## src/rtl/gps_pack_pkg.sv

```systemverilog
// Shared widths, nibble layout and saturating-count helper for the GPS sample packer.
// Pure definitions: no latency, no flow control.
package gps_pack_pkg;

  localparam int NIBBLE_W         = 4;
  localparam int SAMPLES_PER_WORD = 4;
  localparam int WORD_W           = 16;
  localparam int DROP_CNT_W       = 8;
  localparam int PHASE_W          = $clog2(SAMPLES_PER_WORD);
  localparam int SHIFT_W          = WORD_W - NIBBLE_W;

  // I1 is the MSB so a nibble reads {I1, I0, Q1, Q0}.
  typedef struct packed {
    logic i1;
    logic i0;
    logic q1;
    logic q0;
  } nibble_t;

  function automatic logic [DROP_CNT_W-1:0] sat_inc(input logic [DROP_CNT_W-1:0] v);
    return (&v) ? v : v + DROP_CNT_W'(1);
  endfunction

endpackage

```

## src/rtl/gps_sync_fifo.sv

```systemverilog
// First-word-fall-through FIFO; head visible combinationally, push/pop take effect on the same edge.
// A push while full is accepted only when a pop happens on that edge; otherwise the caller drops it.
module gps_sync_fifo #(
  parameter int FIFO_AW = 3,
  parameter int WORD_W  = 16
) (
  input  logic              i_clk,
  input  logic              i_rst_n,
  input  logic              i_push_vld,
  input  logic [WORD_W-1:0] i_push_dat,
  input  logic              i_pop_rdy,
  output logic [WORD_W-1:0] o_head_dat,
  output logic              o_head_vld,
  output logic              o_full,
  output logic              o_empty,
  output logic [FIFO_AW:0]  o_level
);

  localparam int DEPTH = 1 << FIFO_AW;

  logic [WORD_W-1:0] r_mem [DEPTH];
  logic [FIFO_AW:0]  r_wptr;
  logic [FIFO_AW:0]  r_rptr;
  logic [FIFO_AW:0]  w_level;
  logic              w_pop;
  logic              w_push_acc;

  assign w_level    = r_wptr - r_rptr;
  assign o_level    = w_level;
  assign o_empty    = (w_level == '0);
  assign o_full     = (w_level == (FIFO_AW+1)'(DEPTH));
  assign o_head_vld = !o_empty;
  assign o_head_dat = r_mem[r_rptr[FIFO_AW-1:0]];

  // When full, the write slot equals the head slot, which is being read out this edge.
  assign w_pop      = i_pop_rdy && !o_empty;
  assign w_push_acc = i_push_vld && (!o_full || w_pop);

  always_ff @(posedge i_clk or negedge i_rst_n) begin
    if (!i_rst_n) begin
      r_wptr <= '0;
      r_rptr <= '0;
      for (int i = 0; i < DEPTH; i++) begin
        r_mem[i] <= '0;
      end
    end else begin
      if (w_push_acc) begin
        r_mem[r_wptr[FIFO_AW-1:0]] <= i_push_dat;
        r_wptr <= r_wptr + 1'b1;
      end
      if (w_pop) begin
        r_rptr <= r_rptr + 1'b1;
      end
    end
  end

endmodule

```

## src/rtl/gps_sample_packer.sv

```systemverilog
// Packs four contiguous enabled GPS samples into a 16-bit word (out of FIFO one edge after the 4th capture).
// Full FIFO drops new words (sticky OVERFLOW, saturating DROP_COUNT); GPS_PACK_TESTPAT_EN adds a counter test pattern.
module gps_sample_packer
  import gps_pack_pkg::*;
#(
  parameter int FIFO_AW = 3
) (
  input  logic                  GPS_CLK_16_368,
  input  logic                  RESET_N,
  input  logic                  GPS_I0,
  input  logic                  GPS_I1,
  input  logic                  GPS_Q0,
  input  logic                  GPS_Q1,
  input  logic                  ENABLE,
  input  logic                  OVF_CLEAR,
`ifdef GPS_PACK_TESTPAT_EN
  input  logic                  TEST_MODE,
`endif
  output logic [WORD_W-1:0]     WORD_DATA,
  output logic                  WORD_VALID,
  input  logic                  WORD_READY,
  output logic                  OVERFLOW,
  output logic [DROP_CNT_W-1:0] DROP_COUNT,
  output logic [FIFO_AW:0]      FILL_LEVEL
);

  nibble_t               w_pin_nib;
  nibble_t               w_cap_nib;
  nibble_t               r_s_nib;
  logic                  r_s_val;
  logic [PHASE_W-1:0]    r_phase;
  logic [SHIFT_W-1:0]    r_sh;
  logic                  w_push;
  logic [WORD_W-1:0]     w_word;
  logic                  w_full;
  logic                  w_empty;
  logic                  w_drop;
  logic                  r_ovf;
  logic [DROP_CNT_W-1:0] r_drop_cnt;

  assign w_pin_nib = {GPS_I1, GPS_I0, GPS_Q1, GPS_Q0};

`ifdef GPS_PACK_TESTPAT_EN
  logic [NIBBLE_W-1:0] r_tp_cnt;

  always_ff @(posedge GPS_CLK_16_368 or negedge RESET_N) begin
    if (!RESET_N) begin
      r_tp_cnt <= '0;
    end else if (!ENABLE) begin
      r_tp_cnt <= '0;
    end else begin
      r_tp_cnt <= r_tp_cnt + 1'b1;
    end
  end

  assign w_cap_nib = TEST_MODE ? nibble_t'(r_tp_cnt) : w_pin_nib;
`else
  assign w_cap_nib = w_pin_nib;
`endif

  always_ff @(posedge GPS_CLK_16_368 or negedge RESET_N) begin
    if (!RESET_N) begin
      r_s_nib <= '0;
      r_s_val <= 1'b0;
    end else begin
      r_s_nib <= w_cap_nib;
      r_s_val <= ENABLE;
    end
  end

  // Phase 3 completes a word; a gap in s_val restarts the count so partial words vanish.
  assign w_push = r_s_val && (r_phase == PHASE_W'(SAMPLES_PER_WORD - 1));
  assign w_word = {r_sh, r_s_nib};

  always_ff @(posedge GPS_CLK_16_368 or negedge RESET_N) begin
    if (!RESET_N) begin
      r_phase <= '0;
      r_sh    <= '0;
    end else if (!r_s_val || w_push) begin
      r_phase <= '0;
    end else begin
      r_phase <= r_phase + 1'b1;
      r_sh    <= {r_sh[SHIFT_W-NIBBLE_W-1:0], r_s_nib};
    end
  end

  gps_sync_fifo #(
    .FIFO_AW (FIFO_AW),
    .WORD_W  (WORD_W)
  ) u_fifo (
    .i_clk      (GPS_CLK_16_368),
    .i_rst_n    (RESET_N),
    .i_push_vld (w_push),
    .i_push_dat (w_word),
    .i_pop_rdy  (WORD_READY),
    .o_head_dat (WORD_DATA),
    .o_head_vld (WORD_VALID),
    .o_full     (w_full),
    .o_empty    (w_empty),
    .o_level    (FILL_LEVEL)
  );

  assign w_drop = w_push && w_full && !(!w_empty && WORD_READY);

  // A drop coinciding with a clear restarts the count at one rather than zero.
  always_ff @(posedge GPS_CLK_16_368 or negedge RESET_N) begin
    if (!RESET_N) begin
      r_ovf      <= 1'b0;
      r_drop_cnt <= '0;
    end else if (w_drop) begin
      r_ovf      <= 1'b1;
      r_drop_cnt <= OVF_CLEAR ? DROP_CNT_W'(1) : sat_inc(r_drop_cnt);
    end else if (OVF_CLEAR) begin
      r_ovf      <= 1'b0;
      r_drop_cnt <= '0;
    end
  end

  assign OVERFLOW   = r_ovf;
  assign DROP_COUNT = r_drop_cnt;

endmodule
```

## config.mk

```make
export PLATFORM = sky130hd
export DESIGN_NAME = gps_sample_packer
export DESIGN_NICKNAME = d
export VERILOG_FILES = /design/src/rtl/gps_pack_pkg.sv /design/src/rtl/gps_sync_fifo.sv /design/src/rtl/gps_sample_packer.sv
export SDC_FILE = /design/constraint.sdc
export NUM_CORES = 1
export LEC_CHECK = 0
export BUFFER_PORTS_ARGS = -buffer_cell sky130_fd_sc_hd__buf_2
export CAP_MARGIN = 20
export CORE_ASPECT_RATIO = 0.75
export CORE_UTILIZATION = 30
export DETAILED_ROUTE_END_ITERATION = 7
export PLACE_DENSITY = 0.53
export SYNTH_ARGS = -nofsm -noshare
export SYNTH_HDL_FRONTEND = slang
export SYNTH_SLANG_ARGS = --single-unit
```

## constraint.sdc

```tcl
create_clock -name GPS_CLK_16_368 -period 3.2 [get_ports GPS_CLK_16_368]
set_input_delay 0.32 -clock GPS_CLK_16_368 [delete_from_list [all_inputs] [get_ports GPS_CLK_16_368]]
set_output_delay 0.32 -clock GPS_CLK_16_368 [all_outputs]
set_load 0.02 [all_outputs]
```

Word level (Yosys, flattened, before mapping)
Cells that the tools add are included.
{ "op_classes": {"add_sub_neg": 5, "order_cmp": 3, "eq_ne": 3, "muxes": 13, "bitwise_logic": 2, "n_reduce_logical": 16} }
{ "ops": {"columns": ["op", "n"], "rows": [
  ["$bwmux 128", 1],
  ["$bmux 16 s3", 1],
  ["$demux 16 s3", 1],
  ["$mux 16", 3],
  ["$mux 8", 4],
  ["$add 4x1->4 const B", 2],
  ["$add 8x1->8 const B", 1],
  ["$ge 4x4->1 const B", 2],
  ["$not 3->4", 2],
  ["$reduce_and 8->1", 1],
  ["$logic_and 1x1->1", 6],
  ["$eq 4x4->1 const B", 1],
  ["$logic_not 1->1", 4],
  ["$logic_not 4->1", 1],
  ["$lt 4x1->1 const B", 1],
  ["$sub 4x4->4", 1],
  ["$add 2x1->2 const B", 1],
  ["$eq 2x2->1 const B", 1],
  ["$logic_or 1x1->1", 2],
  ["$mux 1", 2],
  ["$mux 2", 1],
  ["$ne 2x2->1 const B", 1],
  ["$reduce_and 2->1", 1],
  ["$reduce_bool 2->1", 1]
]} }
{ "word_totals": {"ff_bits": 164, "in_bits": 9, "word_cells": 61} }

Logic depth before layout (Yosys ltp)
{ "depth": {"ltp_word": 8, "mapped_depth": 12} }

Modules after synthesis
From an unflattened synthesis, not the netlist that was laid out.
{ "hier_totals": {"hier_cells": 507, "hier_area_um2": 7856.3} }
{ "by_module_without_submodules": {"columns": ["module", "instances", "cells_per_inst", "area_each_um2"], "rows": [
  ["gps_sync_fifo", 1, 417, 6692.7],
  ["gps_sample_packer", 1, 90, 1163.6]
]} }

Worst setup path before layout
Ideal clock, no wire load.
{ "synth_timing": {"path_kind": "reg-to-reg", "startpoint": "register u_fifo.r_rptr[1]", "endpoint": "register u_fifo.r_mem[22] (netlist bit)", "setup_time_ps": 125, "t_arrival_ps": 3327, "path_slack_ps": -252, "stages_incl_launch_ff": 13, "n_path_buf": 5, "path_cell_list": "dfrtp_1 -> clkbuf_1 -> buf_1 -> inv_1 -> fa_1 -> xor2_1 -> nor3_1 -> and3_1 -> buf_6 -> or3_4 -> buf_6 -> buf_12 -> mux2_4"} }
{ "synth_between": {"elab_chain_cells": 6, "elab_cells_between_ends": 8, "classes_between": "1 x add/sub; 1 x eq/ne; 6 x reduce/logical"} }
{ "synth_lines": {"columns": ["element", "line", "text"], "rows": [
  ["start, declared", "gps_sync_fifo.sv:23", "logic [FIFO_AW:0] r_rptr;"],
  ["start signal, assigned", "gps_sync_fifo.sv:52", "r_rptr <= r_rptr + 1'b1;"],
  ["$sub 4x4->4 *", "gps_sync_fifo.sv:28", "assign w_level = r_wptr - r_rptr;"],
  ["net FILL_LEVEL[2]", "gps_sample_packer.sv:24", "output logic [FIFO_AW:0] FILL_LEVEL"],
  ["$logic_not 4->1", "gps_sync_fifo.sv:30", "assign o_empty = (w_level == '0);"],
  ["$logic_not 1->1", "gps_sync_fifo.sv:36", "assign w_pop = i_pop_rdy && !o_empty;"],
  ["$logic_and 1x1->1", "gps_sync_fifo.sv:36", null],
  ["$logic_or 1x1->1 *", "gps_sync_fifo.sv:37", "assign w_push_acc = i_push_vld && (!o_full || w_pop);"],
  ["$logic_and 1x1->1 *", "gps_sync_fifo.sv:37", null],
  ["end signal, assigned by index", "gps_sync_fifo.sv:48", "r_mem[r_wptr[FIFO_AW-1:0]] <= i_push_dat;"],
  ["end, declared", "gps_sync_fifo.sv:21", "logic [WORD_W-1:0] r_mem [DEPTH];"]
]} }
Mark *: on every way through the listed nets, which the timed path passes. The rest lies on a longest branch.
A chain may end at the register's enable or synchronous reset.

Final worst setup path
{ "layout_timing": {"startpoint": "register u_fifo.r_wptr[0]", "endpoint": "register u_fifo.r_mem[19] (netlist bit)"} }
{ "layout_between": {"elab_chain_cells": 6, "elab_cells_between_ends": 15, "classes_between": "1 x add/sub; 2 x order compare; 1 x eq/ne; 3 x mux; 1 x bitwise; 7 x reduce/logical"} }
{ "layout_lines": {"columns": ["element", "line", "text"], "rows": [
  ["start, declared", "gps_sync_fifo.sv:22", "logic [FIFO_AW:0] r_wptr;"],
  ["start signal, assigned", "gps_sync_fifo.sv:49", "r_wptr <= r_wptr + 1'b1;"],
  ["$not 3->4 (implied by the code) or $sub 4x4->4 (tied branches)", "gps_sync_fifo.sv:48, gps_sync_fifo.sv:28", null],
  ["$ge 4x4->1 (implied by the code), or another cell as far along", "gps_sync_fifo.sv:48", null],
  ["$logic_and 1x1->1 (implied by the code) or $logic_not 1->1 (tied branches)", "gps_sync_fifo.sv:48, gps_sync_fifo.sv:36", null],
  ["$mux 16 (implied by the code) or $logic_and 1x1->1 (tied branches)", "gps_sync_fifo.sv:48, gps_sync_fifo.sv:36", null],
  ["$demux 16 s3 or $logic_or 1x1->1 (tied branches)", "gps_sync_fifo.sv:48, gps_sync_fifo.sv:37", null],
  ["$bwmux 128 or $logic_and 1x1->1 (tied branches)", "gps_sync_fifo.sv:48, gps_sync_fifo.sv:37", null]
]} }
Several ways; a longest one is shown, not always the timed one.

==> out/qor.csv <==
metric,value,unit
synth_nets,542,
portBuffers,38,
drc,0,
period_minus_slack,3.03,ns
ys_ff_latch,164,
multi_input_area,3220,um^2
synth_cell_types,41,
drive_gt1_frac,0.473,
mostFrequentLayoutCells,"163 x dfrtp_1, 136 x mux2_2, 52 x nand2_1",
fin_nets,586,
grt_pass1_wl,27900,um
synth_top_flop_cell,dfrtp_1,
coreArea,24300,um^2
worstHoldPathCells,2,
wl,17000,um
grt_pass1_vias,4901,
boundaryPins,39,
finalSetupViolations,0,
yosys_warnings,0,
synth-seq-area-share,0.546,
die-area,25700,um^2
antenna_found_initial,0,
slew_headroom,0.494,
cp.depth,9,
finClkSkew,0.00843,ns
drt_pass1_iterations,4,
finalNonFillerCells,912,
hold_path_class,input port to flop,
post-cts-setup-buffers,0,
crit_fanout,16,
max_cap_viol_count,0,
path_cells,"inv_2, ha_1, inv_1, fa_1, nand2b_1, nor3_4, and3_1, or3_4, mux2_2",
reg2reg_from,u_fifo.r_wptr[0]$_DFFE_PN0P_,
root_buffer,clkbuf_16,
die_h,139,um
cts_tree,done,
ys_async_sr_fraction,1.00,
path_clk_slew,0.06,ns
fin_tns_setup,0,ns
worstMarginPinSlew,0.758,ns
slew_violations,0,
synth_cells,525,
antenna_left,0,
vdd_drop_max,0.000440,V
critPathTopFamily,simple AND/OR/NAND/NOR gates,
seqCellArea,4110,um^2
fmax,330,MHz
viasPerCell,4.84,
num_antenna_cells,0,
cp.required,3.50,ns
dieWidth,185,um
critPathKind,flop to flop,
grt_max_degree,79,
dp_cells,875,
htreeDepth,4,
final-hold-violation-count,0,
rr_endpoint,u_fifo.r_mem[19]$_DFFE_PN0P_,
power_leakage,4.20,nW
wire_per_inst,18.7,um
endpoint_kind,flop,
place.gp.congestion,0.798,
crit_arrival,3.33,ns
crit_buf_inv,2,
min_to,DROP_COUNT[6]$_DFFE_PN0P_,
critPathSlowestCell,fa_1,
final_common_cell,dfrtp_1,
fill_cells,2397,
post-route-period-util,0.947,
status,finished clean,
gr-usage-all-layers,0.144,
reg2reg_slack,0.17,ns
clock_path_buffers,2,
drt_iter0_markers,187,
insertion_delay,0.42,ns
critPathLaunchType,flop,
syn_avg_cell_area,14.3,um^2
critPathMaxStageDelay,0.47,ns
fp-row-count,49,
vias,4416,
power.density,753,nW/um^2
hpwl,11000,um
gr-total-overflow,0,
syn_to_final_growth,16.3,%
start_util,0.309,
holdCritStartpoint,OVF_CLEAR,
rsz0062_at_grt,no,
reg2regPathDepth,9,
synth_edf_count,0,
cts_sinks,164,
cts_buffers,17,
syn-cell-area,7510,um^2
-- logic make-up after synthesis --
family                   synth area share
AND/OR/NAND/NOR                    0.0706
XOR/XNOR                          0.00933
multiplexers                        0.321
buffers and inverters              0.0280
flip-flops                          0.546
AO/OA/AOI/OAI                      0.0103
adder cells (fa/ha/maj)            0.0143
-- sequential cells by signal, indices dropped and copies added (netlist names) --
signal and cells:
u_fifo.r_wptr 4, DROP_COUNT 8, OVERFLOW 1, r_s_nib 4, r_sh 12, u_fifo.r_rptr 4, u_fifo.r_mem 128, r_s_val 1
r_phase 2
-- worst reg2reg max path, cell delays in order, from the launching register on --
cell	delay, ns
dfrtp_1	0.44
inv_2	0.16
ha_1	0.18
inv_1	0.05
fa_1	0.47
nand2b_1	0.22
nor3_4	0.24
and3_1	0.36
or3_4	0.41
mux2_2	0.39
-- cell type report --
class	instances	area share
clock inverter	9	0.00645
multi-input combinational	316	0.369
inverter	7	0.00301
sequential	164	0.470
tap	331	0.0474
timing repair buffer	63	0.0500
clock buffer	22	0.0543
-- per-stage QoR --
stage | worst slack (ns) | hold slack, ns | total power (W) | util | instance area (um^2)
5_1_grt | 0.00576 | 0.265 | 0.00695 | 0.360 | 8730
3_5_place_dp | 0.145 | 0.425 | 0.00478 | 0.335 | 8130
6_report | 0.168 | 0.253 | 0.00658 | 0.360 | 8730
2_1_floorplan | 0.0471 | 0.0244 | 0.00413 | - | 7530
4_1_cts | 0.101 | 0.219 | 0.00665 | 0.359 | 8720
3_3_place_gp | 0.273 | 0.405 | 0.00470 | 0.335 | 8130
-- synth_stat cells, types with 2 or more instances --
cell type,count,area (um^2)
a31oi_1,2,12.5
and2_1,2,12.5
and3_1,8,50.1
buf_1,12,45.0
buf_2,8,40.0
buf_6,2,22.5
clkbuf_1,15,56.3
dfrtp_1,164,4100
ha_1,7,87.6
inv_1,5,18.8
mux2_2,136,1530
mux2_4,10,150
mux4_2,32,721
nand2_1,52,195
nand2b_1,3,18.8
nand3_1,8,40.0
nand4_1,4,25.0
nor2_1,13,48.8
nor2b_1,6,37.5
nor3_1,4,20.0
o211ai_1,2,15.0
o21ai_0,3,15.0
or2_2,2,12.5
or3_4,2,22.5
xnor2_1,5,43.8
xor2_1,3,26.3
-- worst max path at each step --
stage | end | start | slack [ns]
global placement | DROP_COUNT[3]$_DFFE_PN0P_ | u_fifo.r_wptr[0]$_DFFE_PN0P_ | 0.27
CTS | DROP_COUNT[3]$_DFFE_PN0P_ | u_fifo.r_wptr[0]$_DFFE_PN0P_ | 0.10
global route | DROP_COUNT[3]$_DFFE_PN0P_ | u_fifo.r_wptr[0]$_DFFE_PN0P_ | 0.006
floorplan | u_fifo.r_mem[22]$_DFFE_PN0P_ | u_fifo.r_rptr[2]$_DFFE_PN0P_ | 0.05
detailed placement | DROP_COUNT[3]$_DFFE_PN0P_ | u_fifo.r_wptr[0]$_DFFE_PN0P_ | 0.14
finish | u_fifo.r_mem[19]$_DFFE_PN0P_ | u_fifo.r_wptr[0]$_DFFE_PN0P_ | 0.17
-- power by group --
group / internal [W] / switching (W)
combinational: 0.000911 / 0.00112
sequential: 0.00242 / 0.000278
clock: 0.00104 / 0.000806
-- metal layers --
| layer | vias up | wire [um] | track usage |
|---|---|---|---|
| li1 | 1961 | - | - |
| met1 | 2381 | 8130 | 0.194 |
| met2 | 55 | 8220 | 0.229 |
| met3 | 19 | 449 | 0.0289 |
| met4 | 0 | 240 | 0.0518 |
| met5 | - | 0 | 0 |
-- repair_timing --
| item | in CTS | in global routing |
|---|---|---|
| gates resized for setup | 0 | 2 |
| setup endpoints to repair | 0 | 28 |
| endpoints found under the hold margin | 80 | 0 |
| hold buffers | 6 | 0 |
No activity file was read; power rests on OpenSTA's default activity.
